--- src/rtl/pow2_lut_arbiter.sv ---
// Round-robin front end that shares a single 32-entry pow2 fraction LUT among
// NUM_REQ log-domain requesters. It has two registered stages and valid/ready backpressure.

module pow2_req_lane #(
  parameter int INT_BITS = 6
) (
  input  logic                reset,
  input  logic                grant,
  input  logic                a_adv,
  input  logic [INT_BITS-1:0] slice_int,
  input  logic [4:0]          slice_frac,
  output logic                ready,
  output logic [INT_BITS-1:0] lane_int,
  output logic [4:0]          lane_frac
);
  // Ready is held low during reset so nothing is accepted into a pipeline that is being cleared.
  assign ready     = grant && a_adv && !reset;
  assign lane_int  = slice_int;
  assign lane_frac = slice_frac;
endmodule

module pow2_lut_arbiter #(
  parameter int NUM_REQ  = 4,
  parameter int INT_BITS = 6,
  parameter int ID_W     = 2
) (
  input  logic                         clock,
  input  logic                         reset,
  input  logic [NUM_REQ-1:0]           req_valid,
  output logic [NUM_REQ-1:0]           req_ready,
  input  logic [NUM_REQ*INT_BITS-1:0]  req_int,
  input  logic [NUM_REQ*5-1:0]         req_frac,
  output logic                         out_valid,
  input  logic                         out_ready,
  output logic [INT_BITS-1:0]          out_exp,
  output logic [8:0]                   out_frac,
  output logic [ID_W-1:0]              out_id,
  output logic                         busy
);
  localparam int STAGES = 2;

  typedef struct packed {
    logic [INT_BITS-1:0] lint;
    logic [4:0]          frac;
    logic [ID_W-1:0]     id;
  } a_stage_t;

  typedef struct packed {
    logic [INT_BITS-1:0] lexp;
    logic [8:0]          frac;
    logic [ID_W-1:0]     id;
  } b_stage_t;

  logic [NUM_REQ-1:0][INT_BITS-1:0] int_v;
  logic [NUM_REQ-1:0][4:0]          frac_v;
  logic [NUM_REQ-1:0]               grant;
  logic [ID_W-1:0]                  gnt_idx;
  logic [ID_W-1:0]                  ptr;
  logic [ID_W-1:0]                  sel;
  logic                             any_gnt;
  logic                             found;
  logic                             accept;
  logic                             a_adv;
  logic                             b_adv;
  logic [STAGES:1]                  vld_pipe;
  a_stage_t                         a_q;
  b_stage_t                         b_q;

  function automatic logic [8:0] pow2_lut(input logic [4:0] f);
    logic [8:0] v;
    v = 9'd0;
    case (f)
      5'd0:  v = 9'd0;    5'd1:  v = 9'd11;   5'd2:  v = 9'd23;   5'd3:  v = 9'd34;
      5'd4:  v = 9'd46;   5'd5:  v = 9'd59;   5'd6:  v = 9'd71;   5'd7:  v = 9'd84;
      5'd8:  v = 9'd97;   5'd9:  v = 9'd110;  5'd10: v = 9'd124;  5'd11: v = 9'd138;
      5'd12: v = 9'd152;  5'd13: v = 9'd167;  5'd14: v = 9'd181;  5'd15: v = 9'd197;
      5'd16: v = 9'd212;  5'd17: v = 9'd228;  5'd18: v = 9'd244;  5'd19: v = 9'd261;
      5'd20: v = 9'd278;  5'd21: v = 9'd295;  5'd22: v = 9'd313;  5'd23: v = 9'd331;
      5'd24: v = 9'd349;  5'd25: v = 9'd368;  5'd26: v = 9'd387;  5'd27: v = 9'd407;
      5'd28: v = 9'd427;  5'd29: v = 9'd448;  5'd30: v = 9'd469;  5'd31: v = 9'd490;
      default: v = 9'd0;
    endcase
    return v;
  endfunction

  assign b_adv  = !vld_pipe[2] || out_ready;
  assign a_adv  = !vld_pipe[1] || b_adv;
  assign accept = any_gnt && a_adv && !reset;

  for (genvar i = 0; i < NUM_REQ; i++) begin : g_lane
    pow2_req_lane #(.INT_BITS(INT_BITS)) u_lane (
      .reset      (reset),
      .grant      (grant[i]),
      .a_adv      (a_adv),
      .slice_int  (req_int[i*INT_BITS +: INT_BITS]),
      .slice_frac (req_frac[i*5 +: 5]),
      .ready      (req_ready[i]),
      .lane_int   (int_v[i]),
      .lane_frac  (frac_v[i])
    );
  end

  // The scan starts one past the last winner. The pointer only moves on an accept,
  // so a requester that is waiting keeps its turn across stalls.
  always_comb begin
    grant   = '0;
    gnt_idx = '0;
    found   = 1'b0;
    sel     = '0;
    for (int k = 1; k <= NUM_REQ; k++) begin
      sel = ID_W'((int'(ptr) + k) % NUM_REQ);
      if (!found && req_valid[sel]) begin
        found        = 1'b1;
        grant[sel]   = 1'b1;
        gnt_idx      = sel;
      end
    end
    any_gnt = found;
  end

  always_ff @(posedge clock) begin
    if (reset) begin
      vld_pipe <= '0;
      ptr      <= ID_W'(NUM_REQ - 1);
    end else begin
      if (b_adv)  vld_pipe[2] <= vld_pipe[1];
      if (a_adv)  vld_pipe[1] <= any_gnt;
      if (accept) ptr         <= gnt_idx;
    end
  end

  // The data path has no reset. Its contents are ignored while the matching valid bit is low.
  always_ff @(posedge clock) begin
    if (a_adv) a_q <= '{lint: int_v[gnt_idx], frac: frac_v[gnt_idx], id: gnt_idx};
    if (b_adv) b_q <= '{lexp: a_q.lint, frac: pow2_lut(a_q.frac), id: a_q.id};
  end

  assign out_valid = vld_pipe[2];
  assign out_exp   = b_q.lexp;
  assign out_frac  = b_q.frac;
  assign out_id    = b_q.id;
  assign busy      = |vld_pipe;

endmodule

--- config.mk ---
export PLATFORM = sky130hd
export DESIGN_NAME = pow2_lut_arbiter
export DESIGN_NICKNAME = d
export VERILOG_FILES = /design/src/rtl/pow2_lut_arbiter.sv
export SDC_FILE = /design/constraint.sdc
export NUM_CORES = 1
export LEC_CHECK = 0
export CAP_MARGIN = 25
export CORE_MARGIN = 2
export CORE_UTILIZATION = 49
export CTS_BUF_LIST = sky130_fd_sc_hd__clkbuf_16
export DETAILED_ROUTE_END_ITERATION = 12
export PLACE_DENSITY = 0.81
export REMOVE_ABC_BUFFERS = 1
export SLEW_MARGIN = 10
export SYNTH_ARGS = -nofsm -noshare
export SYNTH_HDL_FRONTEND = slang
export SYNTH_SLANG_ARGS = --single-unit
--- constraint.sdc ---
create_clock -name clock -period 4.8 [get_ports clock]
set_clock_uncertainty 0.15 [all_clocks]
set_input_delay 0.48 -clock clock [delete_from_list [all_inputs] [get_ports clock]]
set_output_delay 0.48 -clock clock [all_outputs]
set_load 0.01 [all_outputs]
Word level (Yosys, flattened, before mapping)
Memory sizes are Yosys's and may differ from the RTL's. A register that Yosys moved wholly into a read port is not among the register bits.
Index checks and enable logic that the tools add are counted.
{ "totals": {"register_bits": 25, "inputBits": 51, "ramBits": 0, "mem_count": 1, "word_cells": 83, "latch_bits": 0, "output_inout_bits": 23, "romBits": 288} }
{ "classes": {"n_mux": 32, "n_mul": 0, "shift": 0, "bitwise": 3, "div": 0, "magnitude_cmp": 9, "n_reduce_logical": 26, "eq_ne": 0, "add_sub_neg": 4} }
{ "memory_table": {"columns": ["memory", "words", "width", "read_ports", "rd_clocked_by_memory_dff", "write_ports", "line", "text"], "rows": [
  ["(name not given)", 32, 9, 1, 1, 0, "72", "case (f)"]
]} }
{ "op_table": {"columns": ["cell", "count"], "rows": [
  ["$logic_and A1 B1 Y1", 17],
  ["$mux W4", 4],
  ["$lt A2 B3 Y1 const B", 5],
  ["$bmux W6 S2", 1],
  ["$mux W1", 12],
  ["$or A4 B4 Y4", 3],
  ["$bmux W5 S2", 1],
  ["$bmux W1 S2", 4],
  ["$demux W1 S2", 4],
  ["$ge A2 B1 Y1 const B", 4],
  ["$mux W2", 4],
  ["$logic_not A1 Y1", 6],
  ["$mux W6", 1],
  ["$mux W5", 1],
  ["$add A2 B1 Y2 const B", 2],
  ["$add A2 B2 Y2 const B", 2],
  ["$logic_or A1 B1 Y1", 2],
  ["$reduce_or A2 Y1", 1]
]} }

Depth between registers and ports, before layout
Gate-level depths: netlist of run 1.
{ "depth": {"depth_word": 15, "mapped_depth": 11, "depth_no_buf": 8} }

Modules after synthesis
A second synthesis of run 1 with hierarchy kept.
{ "hier_totals": {"cells_unflattened": 266, "area_unflattened_um2": 2742.6} }
{ "modules_own_cells": {"columns": ["mod", "n_inst", "area_each_um2", "cells_each"], "rows": [
  ["pow2_lut_arbiter", 1, 2377.3, 218],
  ["pow2_req_lane", 4, 91.3, 12]
]} }

Least setup slack after synthesis of run 1
No wires, ideal clock.
{ "synth_timing": {"kind": "register to output", "start": "register ptr[0]", "end": "output port req_ready[0]", "slack_ns": 1.320, "t_required_ns": 4.170, "path_buffers": 3, "path_stages_with_launch": 11, "arrival_time_ns": 2.850, "cell_sequence": "dfxtp_1 buf_4 inv_1 buf_1 ha_1 mux4_2 nand2b_4 nor3_1 a221oi_1 nor2_1 buf_4"} }
{ "synth_between": {"elab_chain_len": 15, "elab_cells_between_ends": 50, "cone_classes": "add/sub (4); order compare (8); mux (23); bitwise (3); reduce/logical (12)"} }
{ "synth_rtl": {"columns": ["item", "line", "text"], "rows": [
  ["from (decl)", "58", "logic [ID_W-1:0] ptr;"],
  ["from (signal assigned)", "124", "ptr <= ID_W'(NUM_REQ - 1);"],
  ["from (signal assigned)", "128", "if (accept) ptr <= gnt_idx;"],
  ["branches (longest 12 deep; another with $lt A2 B3 Y1)", null, null],
  ["$mux W4 *", "112", "if (!found && req_valid[sel]) begin"],
  ["$logic_and A1 B1 Y1 * (2 in a row)", "17", "assign ready = grant && a_adv && !reset;"],
  ["to (decl)", "30", "output logic [NUM_REQ-1:0] req_ready,"]
]} }
Mark *: on every way between the ends. The select of a mux whose other input is x is not followed.

Worst setup path in the final report of run 1
{ "layout_timing": {"start": "register ptr[0]", "end": "output port req_ready[1]"} }
The elaborated chain is that of the path after synthesis.

==> results.sh, run 1 <==
export IMPL_multi_input_area_sq_um=1550
export IMPL_leakage_uw=0.00147
export IMPL_synthSimpleGateAreaFrac_pct=12.0
export IMPL_yosys_area_share_xor_xnor_pct=0
export IMPL_min_period_ns=4.05
export IMPL_post_cts_setup_buffers=0
export IMPL_hold_buffers=0
export IMPL_dieArea_sq_um=6100
export IMPL_syn2layout_area_growth_pct=33.6
export IMPL_die_y_um=78.1
export IMPL_power_density_nw_per_um2=658
export IMPL_nNetsFinal=392
export IMPL_reg2reg_from="ptr[0]"
export IMPL_cp_required_ns=4.17
export IMPL_synth_edf_count=30
export IMPL_gr_total_overflow=0
export IMPL_grt_use_total_pct=21.2
export IMPL_worst_setup_path_start_kind="flip-flop"
export IMPL_postSynthAreaPerCell_sq_um=10.1
export IMPL_drc_errors=0
export IMPL_synth_fa_ha_area_share_pct=6.98
export IMPL_cts_sinks=34
export IMPL_first_iter_violations=160
export IMPL_irDropWorstVdd_mv=0.338
export IMPL_synthesis_area_sq_um=2690
export IMPL_first_global_vias=2135
export IMPL_ys_async_sr_fraction_pct=0
export IMPL_slew_viol_final=0
export IMPL_outcome="finished clean"
export IMPL_n_antenna_cell=0
export IMPL_seq_area_frac_synth_pct=36.5
export IMPL_cts_tree="done"
export IMPL_drt_pass1_iterations=4
export IMPL_clkLatencyLatePin_ns=0.28
export IMPL_setup_ws_ns=0.747
export IMPL_postRouteAntennaNets=0
export IMPL_wl_per_cell_um=16.3
export IMPL_slew_headroom_pct=47.6
export IMPL_setup_viol=0
export IMPL_synth_compound_area_share_pct=24.2
export IMPL_yosys_mux_area_fraction_pct=14.4
export IMPL_worst_path_max_fanout=16
export IMPL_cts_root_buf="clkbuf_16"
export IMPL_antenna_found_initial=0
export IMPL_numCtsBuffers=5
export IMPL_hold_end="out_exp[0]"
export IMPL_ys_warn_count=0
export IMPL_grt_pass1_wl_mm=10.3
export IMPL_core_area_sq_um=5200
export IMPL_rsz0062_at_grt="false"
export IMPL_grt_max_degree=29
export IMPL_syn_inst=267
export IMPL_wl_mm=6.47
export IMPL_regArea_sq_um=981
export IMPL_vias=2383
export IMPL_ys_ff_latch=34
export IMPL_tightest_slew_ns=0.786
export IMPL_clkTransAtPathRegs_ns=0.06
export IMPL_end_kind="primary output"
export IMPL_htreeDepth=2
export IMPL_start_util_pct=51.7
export IMPL_max_freq_ghz=0.247
export IMPL_place_ws_ns=1.06
export IMPL_synth_top_family_by_area="compound AO/OA/AOI/OAI gates"
export IMPL_routabilityCongestion=0.892
export IMPL_n_fill_cell=410
export IMPL_synth_ff_type="edfxtp_1"
export IMPL_hold_viol=0
export IMPL_min_period_over_period_pct=84.4
export IMPL_cts_resized=0
export IMPL_io_pins=74
export IMPL_startpoint="ptr[0]"
export IMPL_die_w_um=78.1
export IMPL_setup_tns_ns=0
export IMPL_synthDistinctLibCells=43
export IMPL_min_from="a_q[7]"
export IMPL_hp_class="reg2reg"
export IMPL_cap_violations=0
export IMPL_worstReg2RegEnd="a_q[6]"
export IMPL_cts_max_path_buffers=2
export IMPL_drive_above_1_share_pct=12.8
export IMPL_dp_hpwl_mm=4.59
export IMPL_path_class="reg2out"
export IMPL_arrival_ns=3.42
export IMPL_reg2reg_slack_ns=1.17
export IMPL_routed_via_density=6.00
export IMPL_numPortBuffers=73
export IMPL_r2r_cells=8
export IMPL_num_rows=26
export IMPL_whs_path_depth=0
## metrics by stage
step / utilization (%) / power (uW) / hold WS, ns / cells / instance area, sq um
after floorplan: - / 1510 / 0.250 / 244 / 2570
after global placement: 65.3 / 1900 / 0.251 / 389 / 3400
after detailed placement: 65.3 / 1940 / 0.255 / 389 / 3400
after CTS: 69.1 / 2370 / 0.268 / 397 / 3590
after global routing: 69.1 / 2520 / 0.270 / 397 / 3590
final: 69.1 / 2370 / 0.266 / 397 / 3590
## Yosys cell counts (all sizes together) (2+ instances only)
cell type	count	area, sq um
and3	12	75.1
nor2b	2	20.0
a221oi	15	138
a22oi	15	113
o22ai	3	18.8
a21oi	22	159
edfxtp	30	901
ha	15	188
a21o	2	15.0
a31oi	5	31.3
nand2b	5	41.3
mux2	12	169
mux4	3	67.6
o21ai	14	70.1
a221o	2	20.0
nor2	25	96.4
inv	10	37.5
nand2	17	63.8
clkbuf	13	48.8
buf	10	73.8
nor3	4	20.0
mux2i	15	150
a211oi	4	30.0
dfxtp	4	80.1
## final cells by class
type                    instances  share of cell area (%)
inverters                      10                    1.04
well taps                      70                    2.44
repair buffers                 75                    20.7
flip-flops and latches         34                    27.3
clock buffers                   5                    3.48
clock inverters                 3                    1.91
multi-input cells             200                    43.1
## cells in the final DEF (no fill, tap or decap), drive strengths merged, types with 3 or more instances in the layout
cell / instances
clkbuf: 5
a221oi: 15
a211oi: 4
mux2: 12
nor2: 25
mux2i: 15
edfxtp: 30
nor3: 4
dfxtp: 4
and3: 12
a21oi: 22
nand2b: 5
o22ai: 3
a22oi: 15
clkdlybuf4s50: 73
inv: 10
ha: 15
o21ai: 14
nand2: 17
mux4: 3
a31oi: 5
## flip-flops by register name, summed over array words and instances, names as in the netlist
register and flops:
out_frac 9, ptr 2, out_exp 6, a_q 13
out_id 2, vld_pipe 2
## per-layer routing
| layer | global-route usage (%) | up-vias | part of all wire [%] |
|---|---|---|---|
| met2 | 37.1 | 101 | 51 |
| met4 | 4.56 | 0 | 0.53 |
| met5 | 0 | - | 0 |
| met1 | 26.8 | 1136 | 42 |
| met3 | 4.94 | 4 | 6.8 |
| li1 | - | 1142 | - |
## logic make-up after synthesis
group	count (synthesis)
multiplexers	30
AO/OA/AOI/OAI	89
buffers and inverters	33
AND/OR/NAND/NOR	66
flip-flops	34
adder cells (fa/ha/maj)	15
## critical path, cell delays in order, from the launching register on
cell             delay, ns
dfxtp_1               0.31
inv_1                 0.53
ha_1                  0.36
mux4_2                0.57
nand2b_4              0.18
nor3_1                0.35
a221oi_1              0.16
nor2_1                0.14
clkdlybuf4s50_1       0.56
## power breakdown
part | total, uW | internal [uW] | switching (uW)
registers | 640 | 518 | 122
clock network | 420 | 298 | 122
logic | 1310 | 630 | 676
total | 2370 | 1450 | 921
## how the worst max path moves through the flow
stage,end,cells after the start
3_5_place_dp,req_ready[2],8
5_1_grt,req_ready[1],8
3_3_place_gp,req_ready[2],8
4_1_cts,req_ready[1],8
2_1_floorplan,a_q[10],7
6_report,req_ready[1],8
No activity file was read; power rests on OpenSTA's default activity.
==> inputs of run 2 (changes only) <==
- CORE_UTILIZATION: 49 -> 44
- PLACE_DENSITY: 0.81 -> 0.77
- clock period: 4.8 -> 3.7 ns (I/O delays scaled with it)
==> results.sh, run 2 (synthesis results as in run 1) <==
export IMPL_end_kind="primary output"
export IMPL_numPortBuffers=73
export IMPL_hp_class="reg2reg"
export IMPL_min_period_ns=3.49
export IMPL_worstReg2RegEnd="a_q[7]"
export IMPL_max_freq_ghz=0.287
export IMPL_crit_top_cell="nor2_1"
export IMPL_syn2layout_area_growth_pct=35.6
export IMPL_slew_viol_final=0
export IMPL_worst_setup_path_start_kind="flip-flop"
export IMPL_tightest_slew_ns=0.772
export IMPL_largest_reg_flops=13
export IMPL_grt_use_total_pct=20.7
export IMPL_power_switching_uw=1200
export IMPL_grt_pass1_wl_mm=10.6
export IMPL_slowest_delay_ns=0.54
export IMPL_nNetsFinal=397
export IMPL_p_seq_share_pct=26.8
export IMPL_fin_cells=407
export IMPL_multi_input_area_sq_um=1560
export IMPL_routed_via_density=5.73
export IMPL_drive_above_1_share_pct=15.1
export IMPL_worst_path_max_fanout=9
export IMPL_htreeDepth=2
export IMPL_leakage_uw=0.00149
export IMPL_cap_violations=0
export IMPL_slew_headroom_pct=48.5
export IMPL_dp_cells=399
export IMPL_core_area_sq_um=5920
export IMPL_hold_viol=0
export IMPL_wl_per_cell_um=15.8
export IMPL_grt_max_degree=29
export IMPL_gr_total_overflow=0
export IMPL_clkTransAtPathRegs_ns=0.06
export IMPL_combPwrFrac_pct=55.5
export IMPL_min_from="a_q[9]"
export IMPL_cts_sinks=34
export IMPL_final_common_cell="clkdlybuf4s50_1"
export IMPL_whs_path_depth=0
export IMPL_wl_mm=6.42
export IMPL_cp_required_ns=3.18
export IMPL_cts_max_path_buffers=2
export IMPL_dp_hpwl_mm=4.57
export IMPL_hold_buffers=0
export IMPL_start_util_pct=45.4
export IMPL_io_pins=74
export IMPL_regArea_sq_um=982
export IMPL_drt_pass1_iterations=4
export IMPL_postRouteAntennaNets=0
export IMPL_antenna_found_initial=0
export IMPL_path_class="reg2out"
export IMPL_setup_tns_ns=0
export IMPL_crit_chain="inv_1 > ha_2 > mux4_2 > nor2b_4 > a22oi_1 > nor2_1 > a221oi_1 > nor2_1 > clkdlybuf4s50_1"
export IMPL_numCtsBuffers=5
export IMPL_clockPowerShare_pct=17.7
export IMPL_setup_viol=0
export IMPL_n_fill_cell=494
export IMPL_power_density_nw_per_um2=853
export IMPL_num_rows=28
export IMPL_die_w_um=82.2
export IMPL_vias=2332
export IMPL_irDropWorstVdd_mv=0.458
export IMPL_reg2reg_from="ptr[1]"
export IMPL_dieArea_sq_um=6760
export IMPL_cts_root_buf="clkbuf_16"
export IMPL_clkLatencyLatePin_ns=0.28
export IMPL_drc_errors=0
export IMPL_cts_tree="done"
export IMPL_n_antenna_cell=0
export IMPL_arrival_ns=2.97
export IMPL_reg2reg_slack_ns=0.49
export IMPL_outcome="finished clean"
export IMPL_p_sw_share_pct=38.7
export IMPL_cp_top_family="buffers and inverters"
export IMPL_first_global_vias=2226
export IMPL_crit_buf_inv=2
export IMPL_routabilityCongestion=0.881
export IMPL_first_iter_violations=142
export IMPL_die_y_um=82.2
export IMPL_p_int_uw=1910
export IMPL_hold_end="out_exp[2]"
export IMPL_final_cell_mix="clkdlybuf4s50_1, edfxtp_1, nor2_1"
export IMPL_rsz0062_at_grt="false"
export IMPL_min_period_over_period_pct=94.3
export IMPL_cpMaxStageDelayCell="mux4_2"
export IMPL_regMostFlops="a_q"
export IMPL_r2r_cells=9
-- run 2: cell count changes in the layout (fill, tap and decap cells not counted) --
cell and delta:
ha_2 +1, dfxtp_1 -1, nor3_2 +1, buf_4 +5, ha_1 -1, nor3_1 -1, dfxtp_2 +1
-- run 2: worst max-delay path by stage --
stage	cells past startpoint	slack, ns	end	from
2_1_floorplan	7	-0.18	a_q[10]	ptr[0]
3_3_place_gp	8	0.35	req_ready[1]	ptr[1]
3_5_place_dp	8	0.25	req_ready[1]	ptr[1]
4_1_cts	8	0.09	req_ready[1]	ptr[1]
5_1_grt	8	0.006	req_ready[1]	ptr[1]
6_report	9	0.21	req_ready[1]	ptr[1]
-- run 2: final cells by class --
class | count | share of cell area [%]
multi-input cells | 200 | 42.7
clock buffers | 5 | 3.43
inverters | 10 | 1.03
well taps | 75 | 2.57
flip-flops and latches | 34 | 26.9
clock inverters | 3 | 1.89
repair buffers | 80 | 21.5
-- run 2: timing repair --
action                     4_1_cts  5_1_grt
cloned                           0        0
setup endpoints to repair        4        4
buffers inserted                 0        0
gates resized for setup          1        2
-- run 2: power by group through the flow --
stage                     Combinational [uW]  Clock (uW)  Sequential (uW)
after floorplan                         1080           0              875
after global placement                  1680           0              834
after detailed placement                1710           0              842
after CTS                               1720         554              835
after global routing                    1910         570              871
final                                   1730         549              834
-- run 2: stage by stage --
step	power [uW]	hold WS, ns	util, %	cell area, sq um	worst slack [ns]
finish	3110	0.267	61.6	3650	0.210
global route	3350	0.284	61.6	3650	0.00633
CTS	3110	0.269	61.5	3640	0.0865
detailed placement	2550	0.256	58.2	3440	0.252
global placement	2510	0.251	58.2	3440	0.349
floorplan	1960	0.250	-	2570	-0.184
-- run 2: routing by layer --
layer / GRT usage (%) / wire length [um] / share of wire, % / up-vias
li1: - / - / - / 1147
met1: 26.4 / 2670 / 42 / 1090
met2: 33.6 / 3190 / 50 / 85
met3: 5.00 / 428 / 6.7 / 10
met4: 8.33 / 125 / 1.9 / 0
met5: 0 / 0 / 0 / -
